==> src/rtl/param_menu_ctrl_if.sv <==
// Preset-store read port plus the shared cell load bus.
//   master (controller): drives rd_req/rd_addr, load_valid/load_data, busy, load_done
//   slave  (store/cells): drives rd_ack/rd_data
interface param_menu_ctrl_if #(
  parameter int unsigned NUM_PARAMS  = 8,
  parameter int unsigned IDX_WIDTH   = 3,
  parameter int unsigned PARAM_WIDTH = 8
);
  logic                   rd_req;
  logic [IDX_WIDTH:0]     rd_addr;
  logic                   rd_ack;
  logic [PARAM_WIDTH-1:0] rd_data;
  logic [NUM_PARAMS-1:0]  load_valid;
  logic [PARAM_WIDTH-1:0] load_data;
  logic                   busy;
  logic                   load_done;

  modport master (
    output rd_req, rd_addr, load_valid, load_data, busy, load_done,
    input  rd_ack, rd_data
  );

  modport slave (
    input  rd_req, rd_addr, load_valid, load_data, busy, load_done,
    output rd_ack, rd_data
  );
endinterface

==> src/rtl/param_menu_ctrl.sv <==
// Menu/sequencing controller for a bank of parameter cells: tracks the edited
// cell (one-hot selected), forwards restore, times out of EDIT, and bulk-loads
// every cell from a preset store.
//   clk, resetn      : clock, async active-low reset
//   clk_ms           : 1 kHz square wave (synchronised here)
//   key_*            : debounced 1-cycle key pulses; key_activity is a level
//   load_start       : start a bulk preset load
//   bus              : preset read port + shared cell load bus (master side)
//   selected/sel_idx : one-hot selection in EDIT / current or last index
//   restore          : 1-cycle restore broadcast
module param_menu_ctrl #(
  parameter int unsigned NUM_PARAMS  = 8,
  parameter int unsigned IDX_WIDTH   = 3,
  parameter int unsigned PARAM_WIDTH = 8,
  parameter int unsigned TIMEOUT_MS  = 10000,
  parameter int unsigned ADDR_BASE   = 0
) (
  input  logic                  clk,
  input  logic                  resetn,
  input  logic                  clk_ms,
  input  logic                  key_next,
  input  logic                  key_prev,
  input  logic                  key_exit,
  input  logic                  key_restore,
  input  logic                  key_activity,
  input  logic                  load_start,
  param_menu_ctrl_if.master     bus,
  output logic [NUM_PARAMS-1:0] selected,
  output logic [IDX_WIDTH-1:0]  sel_idx,
  output logic                  restore
);

  localparam int unsigned ADDR_W = IDX_WIDTH + 1;
  localparam int unsigned TO_W   = (TIMEOUT_MS < 2) ? 1 : $clog2(TIMEOUT_MS + 1);
  localparam logic [IDX_WIDTH-1:0] LAST_IDX = IDX_WIDTH'(NUM_PARAMS - 1);
  localparam logic [TO_W-1:0]      TO_LOAD  = TO_W'(TIMEOUT_MS);

  typedef enum logic [2:0] {
    S_IDLE, S_EDIT, S_LOAD_REQ, S_LOAD_WAIT, S_LOAD_WRITE
  } state_t;

  state_t               state;
  logic [2:0]           ms_q;
  logic                 tick_ms;
  logic [TO_W-1:0]      to_cnt;
  logic [IDX_WIDTH-1:0] load_idx;
  logic [IDX_WIDTH-1:0] idx_fwd;
  logic [IDX_WIDTH-1:0] idx_back;
  logic                 step_fwd;
  logic                 step_back;
  logic                 any_key;

  function automatic logic [NUM_PARAMS-1:0] onehot(input logic [IDX_WIDTH-1:0] i);
    return NUM_PARAMS'(1) << i;
  endfunction

  function automatic logic [ADDR_W-1:0] addr_of(input logic [IDX_WIDTH-1:0] i);
    return ADDR_W'(ADDR_BASE) + ADDR_W'(i);
  endfunction

  // Two-flop synchroniser plus edge-detect flop for the 1 kHz reference
  always_ff @(posedge clk or negedge resetn) begin
    if (!resetn) ms_q <= '0;
    else         ms_q <= {ms_q[1:0], clk_ms};
  end

  assign tick_ms   = ms_q[1] & ~ms_q[2];
  // Simultaneous next and prev cancel each other
  assign step_fwd  = key_next & ~key_prev;
  assign step_back = key_prev & ~key_next;
  assign idx_fwd   = (sel_idx == LAST_IDX) ? '0 : sel_idx + IDX_WIDTH'(1);
  assign idx_back  = (sel_idx == '0) ? LAST_IDX : sel_idx - IDX_WIDTH'(1);
  assign any_key   = key_next | key_prev | key_exit | key_restore | key_activity;

  // Menu / load sequencer with registered outputs
  always_ff @(posedge clk or negedge resetn) begin
    if (!resetn) begin
      state          <= S_IDLE;
      sel_idx        <= '0;
      selected       <= '0;
      restore        <= 1'b0;
      to_cnt         <= TO_LOAD;
      load_idx       <= '0;
      bus.rd_req     <= 1'b0;
      bus.rd_addr    <= addr_of('0);
      bus.load_valid <= '0;
      bus.load_data  <= '0;
      bus.busy       <= 1'b0;
      bus.load_done  <= 1'b0;
    end else begin
      restore        <= 1'b0;
      bus.load_valid <= '0;
      bus.load_done  <= 1'b0;

      // load_start outranks every key, from IDLE and EDIT alike
      if ((state == S_IDLE || state == S_EDIT) && load_start) begin
        state       <= S_LOAD_REQ;
        selected    <= '0;
        load_idx    <= '0;
        bus.rd_req  <= 1'b1;
        bus.rd_addr <= addr_of('0);
        bus.busy    <= 1'b1;
      end else begin
        case (state)
          S_IDLE: begin
            // Entry keeps the current index; it does not step it
            if (key_next || key_prev) begin
              state    <= S_EDIT;
              selected <= onehot(sel_idx);
              to_cnt   <= TO_LOAD;
            end
          end

          S_EDIT: begin
            if (key_exit) begin
              state    <= S_IDLE;
              selected <= '0;
            end else begin
              if (key_restore) begin
                restore <= 1'b1;
              end else if (step_fwd) begin
                sel_idx  <= idx_fwd;
                selected <= onehot(idx_fwd);
              end else if (step_back) begin
                sel_idx  <= idx_back;
                selected <= onehot(idx_back);
              end

              // Exit on the tick after the count is exhausted, giving
              // TIMEOUT_MS..TIMEOUT_MS+1 ms of idle time
              if (any_key) begin
                to_cnt <= TO_LOAD;
              end else if (tick_ms && TIMEOUT_MS != 0) begin
                if (to_cnt == '0) begin
                  state    <= S_IDLE;
                  selected <= '0;
                end else begin
                  to_cnt <= to_cnt - TO_W'(1);
                end
              end
            end
          end

          S_LOAD_REQ: state <= S_LOAD_WAIT;

          S_LOAD_WAIT: begin
            if (bus.rd_ack) begin
              bus.rd_req     <= 1'b0;
              bus.load_data  <= bus.rd_data;
              bus.load_valid <= onehot(load_idx);
              state          <= S_LOAD_WRITE;
            end
          end

          S_LOAD_WRITE: begin
            if (load_idx == LAST_IDX) begin
              bus.load_done <= 1'b1;
              bus.busy      <= 1'b0;
              state         <= S_IDLE;
            end else begin
              load_idx    <= load_idx + IDX_WIDTH'(1);
              bus.rd_req  <= 1'b1;
              bus.rd_addr <= addr_of(load_idx + IDX_WIDTH'(1));
              state       <= S_LOAD_REQ;
            end
          end

          default: state <= S_IDLE;
        endcase
      end
    end
  end

endmodule

==> src/flat_wrapper.sv <==
// flat-port wrapper written by rule: the top's interface ports become plain ports
module param_menu_ctrl_flat 
#(
  parameter int unsigned NUM_PARAMS  = 8,
  parameter int unsigned IDX_WIDTH   = 3,
  parameter int unsigned PARAM_WIDTH = 8,
  parameter int unsigned TIMEOUT_MS  = 10000,
  parameter int unsigned ADDR_BASE   = 0
)
  (clk, resetn, clk_ms, key_next, key_prev, key_exit, key_restore, key_activity, load_start, selected, sel_idx, restore, bus_rd_req, bus_rd_addr, bus_load_valid, bus_load_data, bus_busy, bus_load_done, bus_rd_ack, bus_rd_data);
  param_menu_ctrl_if #(.NUM_PARAMS(NUM_PARAMS), .IDX_WIDTH(IDX_WIDTH), .PARAM_WIDTH(PARAM_WIDTH)) bus_i ();
  input  logic clk;
  input  logic resetn;
  input  logic clk_ms;
  input  logic key_next;
  input  logic key_prev;
  input  logic key_exit;
  input  logic key_restore;
  input  logic key_activity;
  input  logic load_start;
  output logic [NUM_PARAMS-1:0] selected;
  output logic [IDX_WIDTH-1:0] sel_idx;
  output logic restore;
  output wire logic [$bits(bus_i.rd_req)-1:0] bus_rd_req;
  output wire logic [$bits(bus_i.rd_addr)-1:0] bus_rd_addr;
  output wire logic [$bits(bus_i.load_valid)-1:0] bus_load_valid;
  output wire logic [$bits(bus_i.load_data)-1:0] bus_load_data;
  output wire logic [$bits(bus_i.busy)-1:0] bus_busy;
  output wire logic [$bits(bus_i.load_done)-1:0] bus_load_done;
  input wire logic [$bits(bus_i.rd_ack)-1:0] bus_rd_ack;
  input wire logic [$bits(bus_i.rd_data)-1:0] bus_rd_data;
  assign bus_rd_req = bus_i.rd_req;
  assign bus_rd_addr = bus_i.rd_addr;
  assign bus_load_valid = bus_i.load_valid;
  assign bus_load_data = bus_i.load_data;
  assign bus_busy = bus_i.busy;
  assign bus_load_done = bus_i.load_done;
  assign bus_i.rd_ack = bus_rd_ack;
  assign bus_i.rd_data = bus_rd_data;
  param_menu_ctrl #(.NUM_PARAMS(NUM_PARAMS), .IDX_WIDTH(IDX_WIDTH), .PARAM_WIDTH(PARAM_WIDTH), .TIMEOUT_MS(TIMEOUT_MS), .ADDR_BASE(ADDR_BASE)) u_core (.clk(clk), .resetn(resetn), .clk_ms(clk_ms), .key_next(key_next), .key_prev(key_prev), .key_exit(key_exit), .key_restore(key_restore), .key_activity(key_activity), .load_start(load_start), .bus(bus_i), .selected(selected), .sel_idx(sel_idx), .restore(restore));
endmodule
==> config.mk <==
export PLATFORM = sky130hd
export DESIGN_NAME = param_menu_ctrl_flat
export DESIGN_NICKNAME = d
export VERILOG_FILES = /design/src/rtl/param_menu_ctrl_if.sv /design/src/rtl/param_menu_ctrl.sv /design/src/flat_wrapper.sv
export SDC_FILE = /design/constraint.sdc
export NUM_CORES = 1
export LEC_CHECK = 0
export CORE_MARGIN = 2
export CORE_UTILIZATION = 53
export DETAILED_ROUTE_END_ITERATION = 6
export PLACE_DENSITY = 0.82
export SETUP_SLACK_MARGIN = 0.5
export SLEW_MARGIN = 20
export SYNTH_ARGS = -nofsm -noshare
export SYNTH_HDL_FRONTEND = slang
export SYNTH_SLANG_ARGS = --single-unit
==> constraint.sdc <==
create_clock -name clk -period 3.06 [get_ports clk]
set_input_delay 0.306 -clock clk [delete_from_list [all_inputs] [get_ports clk]]
set_output_delay 0.306 -clock clk [all_outputs]
set_load 0.02 [all_outputs]
==> results of run 1 <==
## per-stage QoR
step	cell area [µm²]	total power, W
2_1_floorplan	3020	0.00197
3_3_place_gp	3590	0.00244
3_5_place_dp	3590	0.00248
4_1_cts	3710	0.00300
5_1_grt	3710	0.00319
6_report	3710	0.00301
## layout by cell type (no fill, tap or decap), types with 4 or more instances in the layout
cell | netlist | final
nand2_1 | 54 | 54
clkbuf_8 | 0 | 6
o21ai_0 | 14 | 14
and3_1 | 6 | 6
nand3_1 | 6 | 6
dfstp_2 | 5 | 5
and2_1 | 4 | 4
buf_4 | 2 | 6
or3_1 | 5 | 5
nor3_1 | 5 | 5
a21oi_1 | 19 | 19
or4_1 | 4 | 4
o31ai_1 | 8 | 8
a221oi_1 | 5 | 5
a221o_1 | 4 | 4
nor2_1 | 16 | 16
clkdlybuf4s50_1 | 0 | 50
o211ai_1 | 5 | 5
ha_1 | 19 | 19
dfrtp_1 | 49 | 49
inv_1 | 18 | 18
a31oi_1 | 4 | 4
## worst max-delay path, cell delays in order
cell and delay (ps):
clkdlybuf4s50_1 420, inv_1 90, ha_1 180, or3b_1 460, or4_1 550, or4_1 440, a2bb2oi_1 150, nand2_1 70
## synthesized netlist by cell type (all sizes together), types with 2 or more instances
library cell / count
buf: 4
a221o: 4
dfrtp: 49
and3: 6
nor2b: 3
nor3b: 2
o211ai: 6
nand3: 6
o31a: 3
and2: 4
nor2: 16
or3: 5
a21oi: 19
a211o: 3
nor4b: 4
a22oi: 3
inv: 18
nand2b: 3
o41ai: 3
a21o: 3
nor4: 3
nand2: 54
or2: 2
a222oi: 3
nor3: 5
o31ai: 8
dfstp: 5
a22o: 2
o21ai: 14
a221oi: 5
a31oi: 4
or4: 6
ha: 19
clkbuf: 10
## sequential cells by signal, indices dropped and copies added, names as in the netlist, 3 cells and up
register	count
u_core.ms_q	3
u_core.state	3
u_core.bus.rd_addr	3
u_core.selected	8
u_core.bus.load_valid	8
u_core.to_cnt	14
u_core.bus.load_data	8
u_core.sel_idx	3
## report_power, final
| part | switching [W] | leakage [nW] | internal, W |
|---|---|---|---|
| sequential | 0.000238 | 0.694 | 0.000923 |
| clock | 0.000246 | 0.0618 | 0.000270 |
| combinational | 0.000774 | 0.882 | 0.000560 |
| total | 0.00126 | 1.64 | 0.00175 |
## final cells by class
cell class                 instances  area (µm²)
clock buffer                       6        82.6
clock inverter                     2        38.8
fill                             444        1790
inverter                          18        67.6
multi-input combinational        233        1530
sequential                        54        1360
tap                               72        90.1
timing repair buffer              57         551
## final timing paths
check	startpoint	endpoint	slack [ps]
min in group clk	u_core.ms_q[0]$_DFF_PN0_	u_core.ms_q[1]$_DFF_PN0_	370
hold / removal	resetn	u_core.bus.load_data[5]$_DFFE_PN0P_	10
max in group asynchronous	resetn	u_core.to_cnt[13]$_DFFE_PN1P_	2210
setup / recovery	key_next	u_core.to_cnt[12]$_DFFE_PN0P_	650
setup reg to reg	u_core.to_cnt[11]$_DFFE_PN0P_	u_core.selected[5]$_DFFE_PN0P_	660
hold reg to reg	u_core.ms_q[0]$_DFF_PN0_	u_core.ms_q[1]$_DFF_PN0_	370
## layer usage
metal,track usage,part of all wire,up-vias
li1,-,-,1251
met3,0.0475,0.065,15
met4,0.0931,0.017,0
met2,0.398,0.50,102
met1,0.304,0.42,1290
met5,0,0,-
## cells by family after synthesis
family / after synthesis
compound gates: 88
xor+xnor: 1
fa+ha+maj: 19
buf+inv: 32
flops: 54
mux: 1
other cells: 1
simple gates: 123
==> results.toml, run 1 <==
[finish]
nets = 406
areaGrowthSynthToFinish_pct = 22.9
drive_gt1_frac = 0.0784
utilization = 0.674
finalNonFillerCells = 442
n_antenna_cell = 0

[timing]
fin_crit_ps = 2410
fin_tns_setup_ps = 0
drv_slew = 0
fmax_mhz = 414
setup_slack_ps = 645
post-route-period-util = 0.789
hold_viol = 0
worst_pin_slew_ps = 711
slew_headroom = 0.519
hold_ws_ps = 12.8
rsz0062_at_grt = "false"
fin_skew_ps = 9.71
setup_violations = 0

[outcome]
run_status = "finished clean"

[clocking]
cts_resized = 0
hold_buffers = 0
clk_path_buf_depth = 2
clock-sinks = 54
cts-root-buf = "clkbuf_8"
tritoncts = "yes"
clk_pin_slew_ps = 100
postCtsSetupBuffers = 0
ctsHtreeMaxLevel = 2
numCtsBuffers = 5
clock_latency_ps = 310

[logic_synthesis]
synthAdderAreaFrac = 0.0787
ys.warnings.count = 0
yosysSeqAreaShare = 0.449
synth_nets = 356
synth_compound_area_frac = 0.206
synth_seq_cells = 54
synthArstFlopShare = 1.00
syn_area_per_cell_um2 = 9.47
synthTopCellsByArea = "dfrtp_1, ha_1, nand2_1"
synth_top_area_frac = 0.406
synth.distinct_cells = 57
synthSimpleGateAreaFrac = 0.213
synth_largest_area_cell = "dfrtp_1"
synth_area_um2 = 3020
synthFlopType = "dfrtp_1"
syn_inst = 319
synth_enable_flop_cells = 0
synthMuxAreaShare = 0.00331
synth_top_family_by_area = "simple AND/OR/NAND/NOR gates"
synthXorXnorAreaFrac = 0.00290

[floorplanning]
start_util = 0.549
die-area_um2 = 6320
placementRows = 27
fp.dieH_um = 79.5
core_um2 = 5510
boundaryPins = 53
die_w_um = 79.5

[placement]
pre_cts_ws_ps = 340
placed_cells = 434
dp_hpwl_um = 5100
place_congestion = 0.874
io_buffer_count = 51

[drt]
routed_wl_um = 7190
drc_errors = 0
first_pass_iters = 5
avgViaCountPerCell = 6.01
drtIter0Drc = 152
wl_per_cell_um = 16.3
antenna_left = 0
vias = 2658

[critical_path]
worstPathRequired_ps = 3310
end_kind = "flop"
cp_max_fo = 6
worst_ep_arrival_time_ps = 2670
startpoint_type = "input port"
rr_worst_depth = 5
crit_type = "input port to flop"

[pwr]
power_density_nw_per_um2 = 811
p_leak_nw = 1.64
peakVddDrop_mv = 0.466

[global_routing]
grt_pass1_wl_um = 12000
grtUsageTotal = 0.239
grt_max_degree = 30
antenna_found_initial = 0
overflow = 0
grt_pass1_vias = 2543

[worst_hold_path]
hp-class = "input port to async pin"

[job]
max_cap_violations = 0
Note: power is estimated with default switching activity, not from simulation.
==> run 2, diff against run 1 <==
clock period = 2.34 ns   (was 3.06 ns; I/O delays follow)
==> run 2 against run 1 <==
Net effect:
- wire length rose by 16%
- combinational power rose by 74%
- worst hold slack improved by 330 ps
- flip-flop and latch count did not move
- critical path depth fell by 3
- via count rose by 8.6%
- core utilization rose by 9.7 points
- non-clock buffer count rose by 39
- clock power rose by 11%
- clock-buffer cell count did not move
- critical path type is now flop to flop
==> results.toml, run 2 (synthesis gave the netlist of run 1 again) <==
[timing]
post-route-period-util = 0.924
fin_crit_ps = 2160
setup_slack_ps = 178
rsz0062_at_grt = "true"
fmax_mhz = 463
setup_violations = 0
fin_skew_ps = 14.0
worst_pin_slew_ps = 577
hold_viol = 0
drv_slew = 0
slew_headroom = 0.613

[finish]
nFillCells = 368
largest_reg_flops = 14
multi_input_area_um2 = 1750
finalNonFillerCells = 482
areaGrowthSynthToFinish_pct = 40.7
n_antenna_cell = 0
regMostFlops = "u_core.to_cnt"
final_cell_mix = "nand2_1, dfrtp_1, clkdlybuf4s50_1, buf_4, a21oi_1"
nets = 446
mostFrequentLayoutCell = "nand2_1"
seq_area_um2 = 1360
drive_gt1_frac = 0.254

[pwr]
comb_power_share = 0.530
p_leak_nw = 1.88
peakVddDrop_mv = 0.655
power_density_nw_per_um2 = 1030
p_int_w = 0.00251
pwr-share-seq = 0.339
pwr-share-clk = 0.131
power_switching_w = 0.00186
p_sw_frac = 0.426

[critical_path]
rr_worst_depth = 5
crit_buf_inv = 0
rr_endpoint = "u_core.selected[5]$_DFFE_PN0P_"
crit_slowest_cell = "or4_4"
startpoint_type = "flop"
cp_max_fo = 4
end_kind = "flop"
worstPathRequired_ps = 2540
r2r_setup_slack_ps = 180
reg2reg_from = "u_core.to_cnt[10]$_DFFE_PN1P_"
slowest_delay_ps = 540
crit_type = "flop to flop"
cp_top_family = "simple AND/OR/NAND/NOR gates"
cp_cell_sequence = "or4_4, or3_4, o31a_1, nor4b_2, a221o_1"
worst_ep_arrival_time_ps = 2360

[global_routing]
grt_pass1_wl_um = 13300
antenna_found_initial = 0
overflow = 0
grt_pass1_vias = 2881
grt_max_degree = 23
grtUsageTotal = 0.269

[floorplanning]
core_um2 = 5510
die_w_um = 79.5
start_util = 0.549
fp.dieH_um = 79.5
placementRows = 27
die-area_um2 = 6320
boundaryPins = 53

[placement]
dp_hpwl_um = 5560
io_buffer_count = 51
place_congestion = 0.870
placed_cells = 458
pre_cts_ws_ps = -227

[drt]
drc_errors = 0
antenna_left = 0
avgViaCountPerCell = 5.99
first_pass_iters = 5
drtIter0Drc = 188
routed_wl_um = 8360
wl_per_cell_um = 17.4
vias = 2887

[worst_hold_path]
hp-start = "clk_ms"
hp-class = "input port to flop"
min_to = "u_core.ms_q[0]$_DFF_PN0_"
hold_path_depth = 1

[clocking]
tritoncts = "yes"
numCtsBuffers = 5
cts-root-buf = "clkbuf_8"
clock-sinks = 54
ctsHtreeMaxLevel = 2
clk_path_buf_depth = 2
clock_latency_ps = 320
clk_pin_slew_ps = 110

[job]
max_cap_violations = 0

[outcome]
run_status = "finished clean"
==> run 2: power groups by stage <==
stage               clock, W  combinational (W)  sequential, W
floorplan                  0           0.000969        0.00162
global placement           0            0.00190        0.00147
detailed placement         0            0.00196        0.00149
CTS                 0.000576            0.00211        0.00149
global route        0.000611            0.00252        0.00152
finish              0.000574            0.00232        0.00148
==> run 2: what timing repair did <==
action                     4_1_cts  5_1_grt
hold endpoints to repair        13        0
buffers inserted                 7        7
resized for setup               27       28
hold buffers                     1        0
setup endpoints to repair       24       31
pin swaps                       10        7
cloned                           1        0
==> run 2: worst max path at each step <==
| stage | endpoint | depth (start not counted) | startpoint | slack (ps) |
|---|---|---|---|---|
| after floorplan | u_core.selected[4]$_DFFE_PN0P_ | 6 | u_core.to_cnt[11]$_DFFE_PN0P_ | 180 |
| after CTS | u_core.selected[5]$_DFFE_PN0P_ | 5 | u_core.to_cnt[10]$_DFFE_PN1P_ | 200 |
| final | u_core.selected[5]$_DFFE_PN0P_ | 5 | u_core.to_cnt[10]$_DFFE_PN1P_ | 180 |
| after detailed placement | u_core.to_cnt[0]$_DFFE_PN0P_ | 9 | key_next | -230 |
| after global routing | u_core.selected[5]$_DFFE_PN0P_ | 5 | u_core.to_cnt[10]$_DFFE_PN1P_ | 140 |
| after global placement | u_core.to_cnt[0]$_DFFE_PN0P_ | 9 | key_next | -180 |
==> run 2: layout make-up <==
| class | instances | area share |
|---|---|---|
| multi-input combinational | 234 | 0.413 |
| sequential | 54 | 0.320 |
| timing repair buffer | 96 | 0.202 |
| tap | 72 | 0.0212 |
| inverter | 18 | 0.0200 |
| clock buffer | 6 | 0.0194 |
| clock inverter | 2 | 0.00412 |
==> run 2: metal layers <==
metal  wire (µm)  GRT usage  vias up
li1            -          -     1343
met1        3370      0.333     1414
met2        4400      0.490      114
met3         446     0.0373       16
met4         148     0.0690        0
met5           0          0        -
==> run 2: per-stage QoR <==
stage	power (W)	hold WS (ps)	util	area (µm²)	setup TNS (ps)
3_3_place_gp	0.00337	183	0.694	3820	-2550
3_5_place_dp	0.00345	193	0.694	3820	-3410
6_report	0.00437	339	0.772	4250	0
5_1_grt	0.00465	346	0.772	4250	0
4_1_cts	0.00418	344	0.746	4110	0
2_1_floorplan	0.00259	-61.6	-	3080	0
==> run 3, diff against run 2 <==
CTS_CLUSTER_DIAMETER = 120   (was default)
==> results of run 3 <==
No change in the layout: final DEF, timing and power equal those of run 2.
